File: src/rtl/ysyx_22041207_read_arb_pkg.sv
// Shared definitions for the two-port read arbiter: FSM encoding, requester
// IDs and the default size code.
package ysyx_22041207_read_arb_pkg;

    typedef enum logic [1:0] {
        IDLE = 2'd0,
        ADDR = 2'd1,
        DATA = 2'd2,
        RESP = 2'd3
    } arb_state_t;

    localparam logic REQ_IF  = 1'b0;
    localparam logic REQ_LSU = 1'b1;

    localparam logic [7:0] SIZE_DEFAULT = 8'b00001111;

    function automatic logic [1:0] id_to_onehot(input logic id);
        return (id == REQ_LSU) ? 2'b10 : 2'b01;
    endfunction

endpackage

File: src/rtl/ysyx_22041207_rr_pick2.sv
// Combinational two-way round-robin select: a lone request wins outright,
// a tie goes to the requester that was not served last.
module ysyx_22041207_rr_pick2
    import ysyx_22041207_read_arb_pkg::*;
(
    input  logic [1:0] req,
    input  logic       last_g,
    output logic [1:0] grant
);

    always_comb begin
        grant = 2'b00;
        case (req)
            2'b01:   grant = 2'b01;
            2'b10:   grant = 2'b10;
            2'b11:   grant = (last_g == REQ_IF) ? 2'b10 : 2'b01;
            default: grant = 2'b00;
        endcase
    end

endmodule

File: src/rtl/ysyx_22041207_read_arb.sv
// Shares one read channel between instruction fetch (port 0) and the LSU
// (port 1); one transaction in flight, response routed back to its owner.
module ysyx_22041207_read_arb
    import ysyx_22041207_read_arb_pkg::*;
#(
    parameter int AW = 64,
    parameter int DW = 64
) (
    input  logic          clk,
    input  logic          rst_n,

    input  logic [1:0]    m_r_valid,
    output logic [1:0]    m_r_ready,
    input  logic [AW-1:0] m0_r_addr,
    input  logic [AW-1:0] m1_r_addr,
    input  logic [7:0]    m0_r_size,
    input  logic [7:0]    m1_r_size,
    output logic [1:0]    m_data_valid,
    input  logic [1:0]    m_data_ready,
    output logic [DW-1:0] m_data,

    output logic          rx_r_valid_i,
    input  logic          rx_r_ready_o,
    output logic [AW-1:0] rx_r_addr_i,
    output logic [7:0]    rx_r_size_i,
    input  logic          rx_data_valid,
    output logic          rx_data_ready,
    input  logic [DW-1:0] rx_data_read_o
);

    arb_state_t    state;
    logic          last_g;
    logic          cur_g;
    logic [AW-1:0] addr_q;
    logic [7:0]    size_q;
    logic [DW-1:0] data_q;
    logic [1:0]    grant;
    logic          grant_id;

    ysyx_22041207_rr_pick2 u_pick (
        .req    (m_r_valid),
        .last_g (last_g),
        .grant  (grant)
    );

    assign grant_id = grant[1];

    // last_g only advances once data is captured, so an abandoned
    // transaction does not cost its requester its turn.
    always_ff @(posedge clk or negedge rst_n) begin
        if (!rst_n) begin
            state  <= IDLE;
            last_g <= REQ_LSU;
            cur_g  <= REQ_IF;
            addr_q <= '0;
            size_q <= '0;
            data_q <= '0;
        end else begin
            case (state)
                IDLE: begin
                    if (|m_r_valid) begin
                        cur_g  <= grant_id;
                        addr_q <= (grant_id == REQ_LSU) ? m1_r_addr : m0_r_addr;
                        size_q <= (grant_id == REQ_LSU) ? m1_r_size : m0_r_size;
                        state  <= ADDR;
                    end
                end
                ADDR: begin
                    if (rx_r_ready_o) begin
                        state <= DATA;
                    end
                end
                DATA: begin
                    if (rx_data_valid) begin
                        data_q <= rx_data_read_o;
                        last_g <= cur_g;
                        state  <= RESP;
                    end
                end
                RESP: begin
                    if (m_data_ready[cur_g]) begin
                        state <= IDLE;
                    end
                end
                default: state <= IDLE;
            endcase
        end
    end

    // Accept is the only output allowed to follow m_r_valid in the same cycle.
    assign m_r_ready     = (state == IDLE) ? grant : 2'b00;
    assign rx_r_valid_i  = (state == ADDR);
    assign rx_data_ready = (state == DATA);
    assign m_data_valid  = (state == RESP) ? id_to_onehot(cur_g) : 2'b00;
    assign rx_r_addr_i   = addr_q;
    assign rx_r_size_i   = size_q;
    assign m_data        = data_q;

endmodule
File: config.mk
export PLATFORM = sky130hd
export DESIGN_NAME = ysyx_22041207_read_arb
export DESIGN_NICKNAME = d
export VERILOG_FILES = /design/src/rtl/ysyx_22041207_read_arb_pkg.sv /design/src/rtl/ysyx_22041207_rr_pick2.sv /design/src/rtl/ysyx_22041207_read_arb.sv
export SDC_FILE = /design/constraint.sdc
export NUM_CORES = 1
export LEC_CHECK = 0
export CAP_MARGIN = 20
export CORE_AREA = 2 2 140 142
export CTS_CLUSTER_SIZE = 30
export DETAILED_ROUTE_END_ITERATION = 16
export DIE_AREA = 0 0 142 144
export PLACE_DENSITY = 0.72
export SYNTH_ARGS = -nofsm -noshare
export SYNTH_HDL_FRONTEND = slang
export SYNTH_HIERARCHICAL = 1
export SYNTH_SLANG_ARGS = --single-unit
export TNS_END_PERCENT = 1
File: constraint.sdc
create_clock -name clk -period 1.55 [get_ports clk]
set_input_delay 0.31 -clock clk [delete_from_list [all_inputs] [get_ports clk]]
set_output_delay 0.31 -clock clk [all_outputs]
set_load 0.02 [all_outputs]
# After elaboration in Yosys (flattened, before gate mapping)
# Cells that the tools add are included.
[word_totals] input_bits=216 register_bits=140 output_inout_bits=142 word_cells=36
[op_classes] reduce_logical=5 eq_ne=10 n_mux=14 n_lt_le_gt_ge=1
[ops] op="$mux 64" count=1
[ops] op="$mux 2" count=8
[ops] op="$eq 2x2->1 const B" count=4
[ops] op="$mux 8" count=1
[ops] op="$pmux 2 s4" count=1
[ops] op="$ne 2x2->1 const B" count=3
[ops] op="$pmux 2 s3" count=1
[ops] op="$eq 2x1->1 const B" count=2
[ops] op="$reduce_and 2->1" count=2
[ops] op="$reduce_and 4->1" count=1
[ops] op="$logic_not 2->1" count=1
[ops] op="$lt 1x2->1 const B" count=1
[ops] op="$mux 1" count=2
[ops] op="$ne 2x1->1 const B" count=1
[ops] op="$reduce_or 2->1" count=1

# Logic depth before layout (Yosys ltp)
[logic_depth] word_depth=4 mapped_depth=7 ltp_nobuf=5

# By module
# Netlist, hierarchy kept.
[modules_own_cells] module="ysyx_22041207_read_arb" cells_each=473 seq_area_each_um2=3504.6 area_each_um2=5933.2 instances=1
[modules_own_cells] module="ysyx_22041207_rr_pick2" cells_each=3 seq_area_each_um2=0.0 area_each_um2=18.8 instances=1

# Least setup slack after synthesis
# No wires, ideal clock.
[synth_timing] kind="reg2reg" start="register state[0]" end="register state[1]" setup_slack_ns=-0.180 n_path_buf=0 arrival_ns=1.605 synth_period_minus_slack_ns=1.730 path_stages_with_launch=6 setup_time_ns=0.125 required_ns=1.425 cell_sequence="dfrtp_1 > inv_1 > ha_1 > nor2b_1 > a2111oi_4 > mux2_4"
[synth_between] elab_chain_len=3 word_cells_on_any_way=10 classes_between="eq/ne: 7; mux: 1; reduce/logical: 2"
[synth_rtl] item="start: declaration" line_no="ysyx_22041207_read_arb.sv:31" rtl="arb_state_t state;"
[synth_rtl] item="start signal: assignment" line_no="ysyx_22041207_read_arb.sv:52" rtl="state <= IDLE;"
[synth_rtl] item="start signal: assignment" line_no="ysyx_22041207_read_arb.sv:65" rtl="state <= ADDR;"
[synth_rtl] item="start signal: assignment" line_no="ysyx_22041207_read_arb.sv:70" rtl="state <= DATA;"
[synth_rtl] item="$eq 2x2->1 *"
[synth_rtl] item="via rx_data_ready" line_no="ysyx_22041207_read_arb.sv:27" rtl="output logic rx_data_ready,"
[synth_rtl] item="$ne 2x2->1 (no source line)"
[synth_rtl] item="$reduce_and 4->1 (no source line)"
# Mark *: on every way through the listed nets, which the timed path passes. The rest lies on a longest branch.
# A chain may end at the register's enable or synchronous reset.

# Worst setup path in the final report
[layout_timing] start="register last_g" end="output port m_r_ready[1]"
[layout_between] elab_chain_len=3
[layout_rtl] item="start: declaration" line_no="ysyx_22041207_read_arb.sv:32" rtl="logic last_g;"
[layout_rtl] item="start signal: assignment" line_no="ysyx_22041207_read_arb.sv:76" rtl="last_g <= cur_g;"
[layout_rtl] item="$mux 2" line_no="ysyx_22041207_rr_pick2.sv:16" rtl="2'b11: grant = (last_g == REQ_IF) ? 2'b10 : 2'b01;"
[layout_rtl] item="$pmux 2 s3" line_no="ysyx_22041207_rr_pick2.sv:13" rtl="case (req)"
[layout_rtl] item="via grant[1]" line_no="ysyx_22041207_read_arb.sv:37" rtl="logic [1:0] grant;"
[layout_rtl] item="$mux 2" line_no="ysyx_22041207_read_arb.sv:91" rtl="assign m_r_ready = (state == IDLE) ? grant : 2'b00;"
[layout_rtl] item="end: declaration" line_no="ysyx_22041207_read_arb.sv:13" rtl="output logic [1:0] m_r_ready,"
# The timed path passes the listed nets, and every way through them passes these cells.

==> results.md <==
- Unique cell type count in the Yosys netlist: 22
- Worst hold path class: in2async
- Design Area, Final: ~11000 sq um
- Yosys warns: 6
- Global route overflow: 0
- Final period util: 111%
- Total power draw: 19.8 mW
- Final hold violations: 0
- First-pass GRT wire length: 26900 um
- Diodes inserted: 0
- H-tree levels: 4
- Hpwl dp: roughly 14000 um
- Reg area: around 3500 sq um
- CP max FO: 2
- Syn Nets: between 600 and 700
- Crit start category: flip-flop
- Outcome: complete, but fails checks
- WS Path Type: reg2out
- Achievable Freq: a little under 600 MHz
- Unrepaired setup endpoints after global routing: yes
- Count of boundary I/O pins: ~360
- Rel. slew slack: 75.5%
- Max VDD drop: 0.882 mV
- Sequential area share after synthesis: a little under 60%
- IO buf count: roughly 360
- Final core utilization: a little under three fifths
- Area grow syn2layout: 78.1%
- DRT antenna net count: 0
- Layout Nets: around 1100
- Crit path launch: last_g
- Vias: between 5000 and 6000
- EDFF count, synth: 0
- Core area: 19100 sq um
- Critical path arrival: between 1000 and 1500 ps
- Clock Path Buffers: 2
- Vias in the first global route: between 5000 and 6000
- # rows: 51
- DP Area: roughly 10000 sq um
- Skew final: between 6 and 7 ps
- Router iterations before antenna repair: 4
- Leakage Power: roughly 5 nW
- Die Wd: 142 um
- Routability cong.: about 0.79
- Post-layout minimum cycle time: 1710 ps
- Final WS setup: -164 ps
- Asr flop ratio synth: between 90% and 100%
- CTS Buf Count: 17
- Largest net degree at the start of global routing: between 40 and 50
- Post-CTS Setup Bufs: 0
- Average wire per cell in the routed design: around 16 um
- Failing checks: setup timing
- GR Util All Layers: between 15 and 20%
- Share of layout cells above drive strength 1: between 10 and 15%
- Die Footprint: a little over 20000 sq um
- Filler cells: around 1700
- Slew @ Worst Pin: 368 ps
- Smallest hold slack: roughly 370 ps
- Synth Instances: 476
- Root Buffer Master: clkbuf_16
- Area occupied by multi-input gates: about 2400 sq um
- Critical Path RT: around 1200 ps
- Die Y: about 140 um
- Post-Route WL: 17900 um
- Post-synth top flop: dfrtp_1
- Crit end category: primary output
- RR Startpoint: state[1]
- Synthesized area: ~6000 sq um
- Synth Area per Inst: 12.5 sq um
- Initial Util: between 30% and 40%
- Placed cell count: 1080
- # DRC: 0
- CTS tree: built
- Via density: 4.52
- Setup violators final: 8
- Max-slew violation count: 0
- 1st-iter DRT viols: 137
- Pwr/cell area: approximately 1900 nW/um^2
- Antenna violations before repair: 0
- Final non-filler cell total: ~1100
- Clk Latency, worst-skew pair: 410 ps
- Total of max-cap violations: 0
- # clock sinks: 140
- CTS clk-pin slew, worst paths: about 70 ps
- Yosys reg bits: 140
==> through the flow <==
| stage | setup TNS [ps] | worst slack [ps] |
|---|---|---|
| 2_1_floorplan | -3350 | -65.4 |
| 3_3_place_gp | -34280 | -575 |
| 4_1_cts | -1170 | -208 |
| 6_report | -861 | -164 |
| 3_5_place_dp | -34980 | -587 |
| 5_1_grt | -4990 | -213 |
==> worst max-delay path, cell delays in order (launching register included) <==
cell and delay, ps:
dfstp_2 540, buf_6 110, a21boi_4 50, and2_1 170, buf_6 130
==> repair_timing <==
action | in CTS | in global routing
resized for setup | 175 | 15
setup endpoints to repair | 226 | 126
pin swaps | 3 | 1
endpoints found under the hold margin | 26 | 0
hold buffers | 1 | 0
==> cell usage in the layout (no fill, tap or decap), types with 2 or more instances in the layout <==
cell type	instances
nand2_1	72
and2_1	2
clkinv_4	2
clkinv_2	2
clkdlybuf4s50_1	213
buf_4	27
clkinvlp_4	2
inv_2	2
mux2i_2	2
dfrtp_2	2
buf_6	10
dfrtp_1	137
nor2b_4	2
buf_12	7
clkbuf_16	17
inv_8	3
o21ai_0	12
o21ai_1	60
ha_4	4
dlygate4sd2_1	137
mux2i_1	72
mux2_2	15
mux2_1	51
inv_6	6
==> power breakdown <==
part	internal (mW)	switching [mW]
Sequential	5.49	0.880
Clock	2.11	1.74
Combinational	4.35	5.22
==> flip-flops by register name, summed over array words and instances, names as in the netlist <==
name / cells
rx_r_addr_i: 64
last_g: 1
m_data: 64
state: 2
rx_r_size_i: 8
cur_g: 1
==> worst paths after layout <==
kind	to	slack (ps)	cells past startpoint
min reg2reg	rx_r_addr_i[52]	470	2
min	m_data[17]	370	2
max	m_r_ready[1]	-160	4
max reg2reg	state[1]	-130	5
min in group clk	rx_r_addr_i[52]	470	2
max in group asynchronous	m_data[3]	620	3
==> cell usage after synthesis, types with 3 or more instances <==
cell	instances	area share [%]
mux2_2	15	2.8
ha_1	5	1.1
o21ai_1	60	5.0
mux2_1	51	9.6
and2_1	3	0.32
mux2i_1	74	12
clkbuf_1	9	0.57
dfrtp_1	139	58
nand2_1	73	4.6
o21ai_0	12	1.0
buf_2	21	1.8
inv_1	3	0.19
==> logic make-up (layout without fill, tap and decap cells) <==
logic type | count (synthesis) | in the layout | share of synthesized area, %
adder cells (fa/ha/maj) | 5 | 5 | 1.05
AND/OR/NAND/NOR | 81 | 81 | 5.44
buffers and inverters | 33 | 432 | 2.52
flip-flops | 140 | 140 | 58.9
multiplexers | 141 | 141 | 25.2
AO/OA/AOI/OAI | 76 | 76 | 6.92
==> layout make-up <==
type	count	share of cell area [%]
Timing Repair Buffer	397	36.1
Clock inverter	15	1.22
Clock buffer	17	4.01
Inverter	3	0.130
Multi-Input combinational cell	303	22.6
Tap cell	238	2.81
Sequential cell	140	33.1
==> routing by layer <==
metal,GRT usage (%),up-vias,share of wire [%]
met5,0,-,0
met4,6.58,0,2.5
met3,5.86,27,7.5
met2,29.7,234,50
met1,20.0,2349,40
li1,-,2425,-
No activity file was read; power rests on OpenSTA's default activity.
==> patch, RTL diff (same flow settings) <==
The 4 states of `arb_state_t` get a one-hot encoding in 4 bits.
--- a/src/rtl/ysyx_22041207_read_arb_pkg.sv
+++ b/src/rtl/ysyx_22041207_read_arb_pkg.sv
@@ -3,9 +3,9 @@
 package ysyx_22041207_read_arb_pkg;
 
-    typedef enum logic [1:0] {
-        IDLE = 2'd0,
-        ADDR = 2'd1,
-        DATA = 2'd2,
-        RESP = 2'd3
+    typedef enum logic [3:0] {
+        IDLE = 4'b0001,
+        ADDR = 4'b0010,
+        DATA = 4'b0100,
+        RESP = 4'b1000
     } arb_state_t;
 
Function: same outputs for any inputs over 10 cycles, from zero or initial values and one cycle with rst_n low; not proved beyond that.
==> patch against the unedited design <==
The flow still finishes with violations (negative setup slack). Setup slack got worse by 0.26 ns. Final area increased by 8.0%. Area after synthesis increased by 11%. Routed wire length increased by 9.7%. Power increased by 6.0%. Via count decreased by 1.2%. Sequential power decreased by 0.9%. Sequential cell count increased by 2. Clock skew about the same. Synthesized cell count decreased by 14%. Highest routed layer unchanged.
==> patch: results (changes against the unedited design) <==
outcome = complete, but fails checks
violated checks = negative setup slack
Post-Synth Adder-Cell Area = 0 (-0.01051)
XOR/XNOR share of the synthesized area = 0.001320 (+0.001320)
smallest hold slack = 0.4052 ns (+0.03906 ns)
Worst Path Arrival = 2.27 ns (+0.87 ns)
setup TNS = -37.88 ns (-37.01 ns)
detailed placement HPWL = 14.90 mm (+5.7%)
kind of critical path = flop to flop
area growth from synthesis to layout = 72.58%
max incr delay on CP = 0.41 ns (-0.13 ns)
Avg Inst Size Synth = 16.26 um2 (+30%)
Syn Nets = 624 (-10%)
met2 Track Usage GR = 0.3361 (+0.03890)
final setup margin = -0.4222 ns (-0.2581 ns)
M1 GR Usage = 0.2185 (+0.01834)
layout cells sized above 1 = 0.3714 (+0.2422)
Worst R2R Setup Slack = -0.42 ns (-0.29 ns)
via count of the first global-routing pass = 5453 (+8.3%)
Area contributors post-synth = dfrtp_1, mux2_2, mux2_4
mux cell area share after synthesis = 0.3916 (+0.1397)
CP max FO = 8 (+6)
initial DRC count = 152 (+11%)
Fill cells = 1524 (-8.7%)
clk_skew = 0.006638 ns (+0.0004146 ns)
wire length on met3 = 1.334 mm (-0.82%)
M1 WL = 7.721 mm (+7.7%)
Worst R2R Path Depth = 8 (+3)
drt via density = 4.684 (+3.5%)
Worst path slowest cell = dfrtp_1
Final setup viols = 143 (+135)
layout net count = 1028 (-5.1%)
Placement Cell Area = 10680 um2 (+5.7%)
-- patch: cell count changes after synthesis, sizes merged, moves of 3 or more --
cell / unedited run / this run
nor4b: 0 / 3
nand2: 73 / 2
ha: 5 / 0
mux2: 67 / 210
o21ai: 73 / 1
a211oi: 0 / 3
mux2i: 74 / 0
buf: 21 / 18
-- patch: timing repair --
action,4_1_cts,5_1_grt
pin swaps,1,0
endpoints found under the hold margin,34,0
buffers inserted,10,0
hold buffers,1,0
setup endpoints to repair,282,147
gates cloned,4,0
resized for setup,197,4
-- patch: area by class of cell --
type                       instances  share of cell area
sequential                       142              0.3106
multi-input combinational        237              0.2537
inverter                           4            0.001311
timing repair buffer             410              0.3562
clock buffer                      21             0.04022
clock inverter                    10             0.01202
tap                              238             0.02601
-- patch: where the power goes --
part	leakage (nW)	internal, mW	switching (mW)
combinational	3.34	5.74	4.79
sequential	1.74	5.42	0.883
clock	0.289	2.61	1.55
total	5.37	13.8	7.22
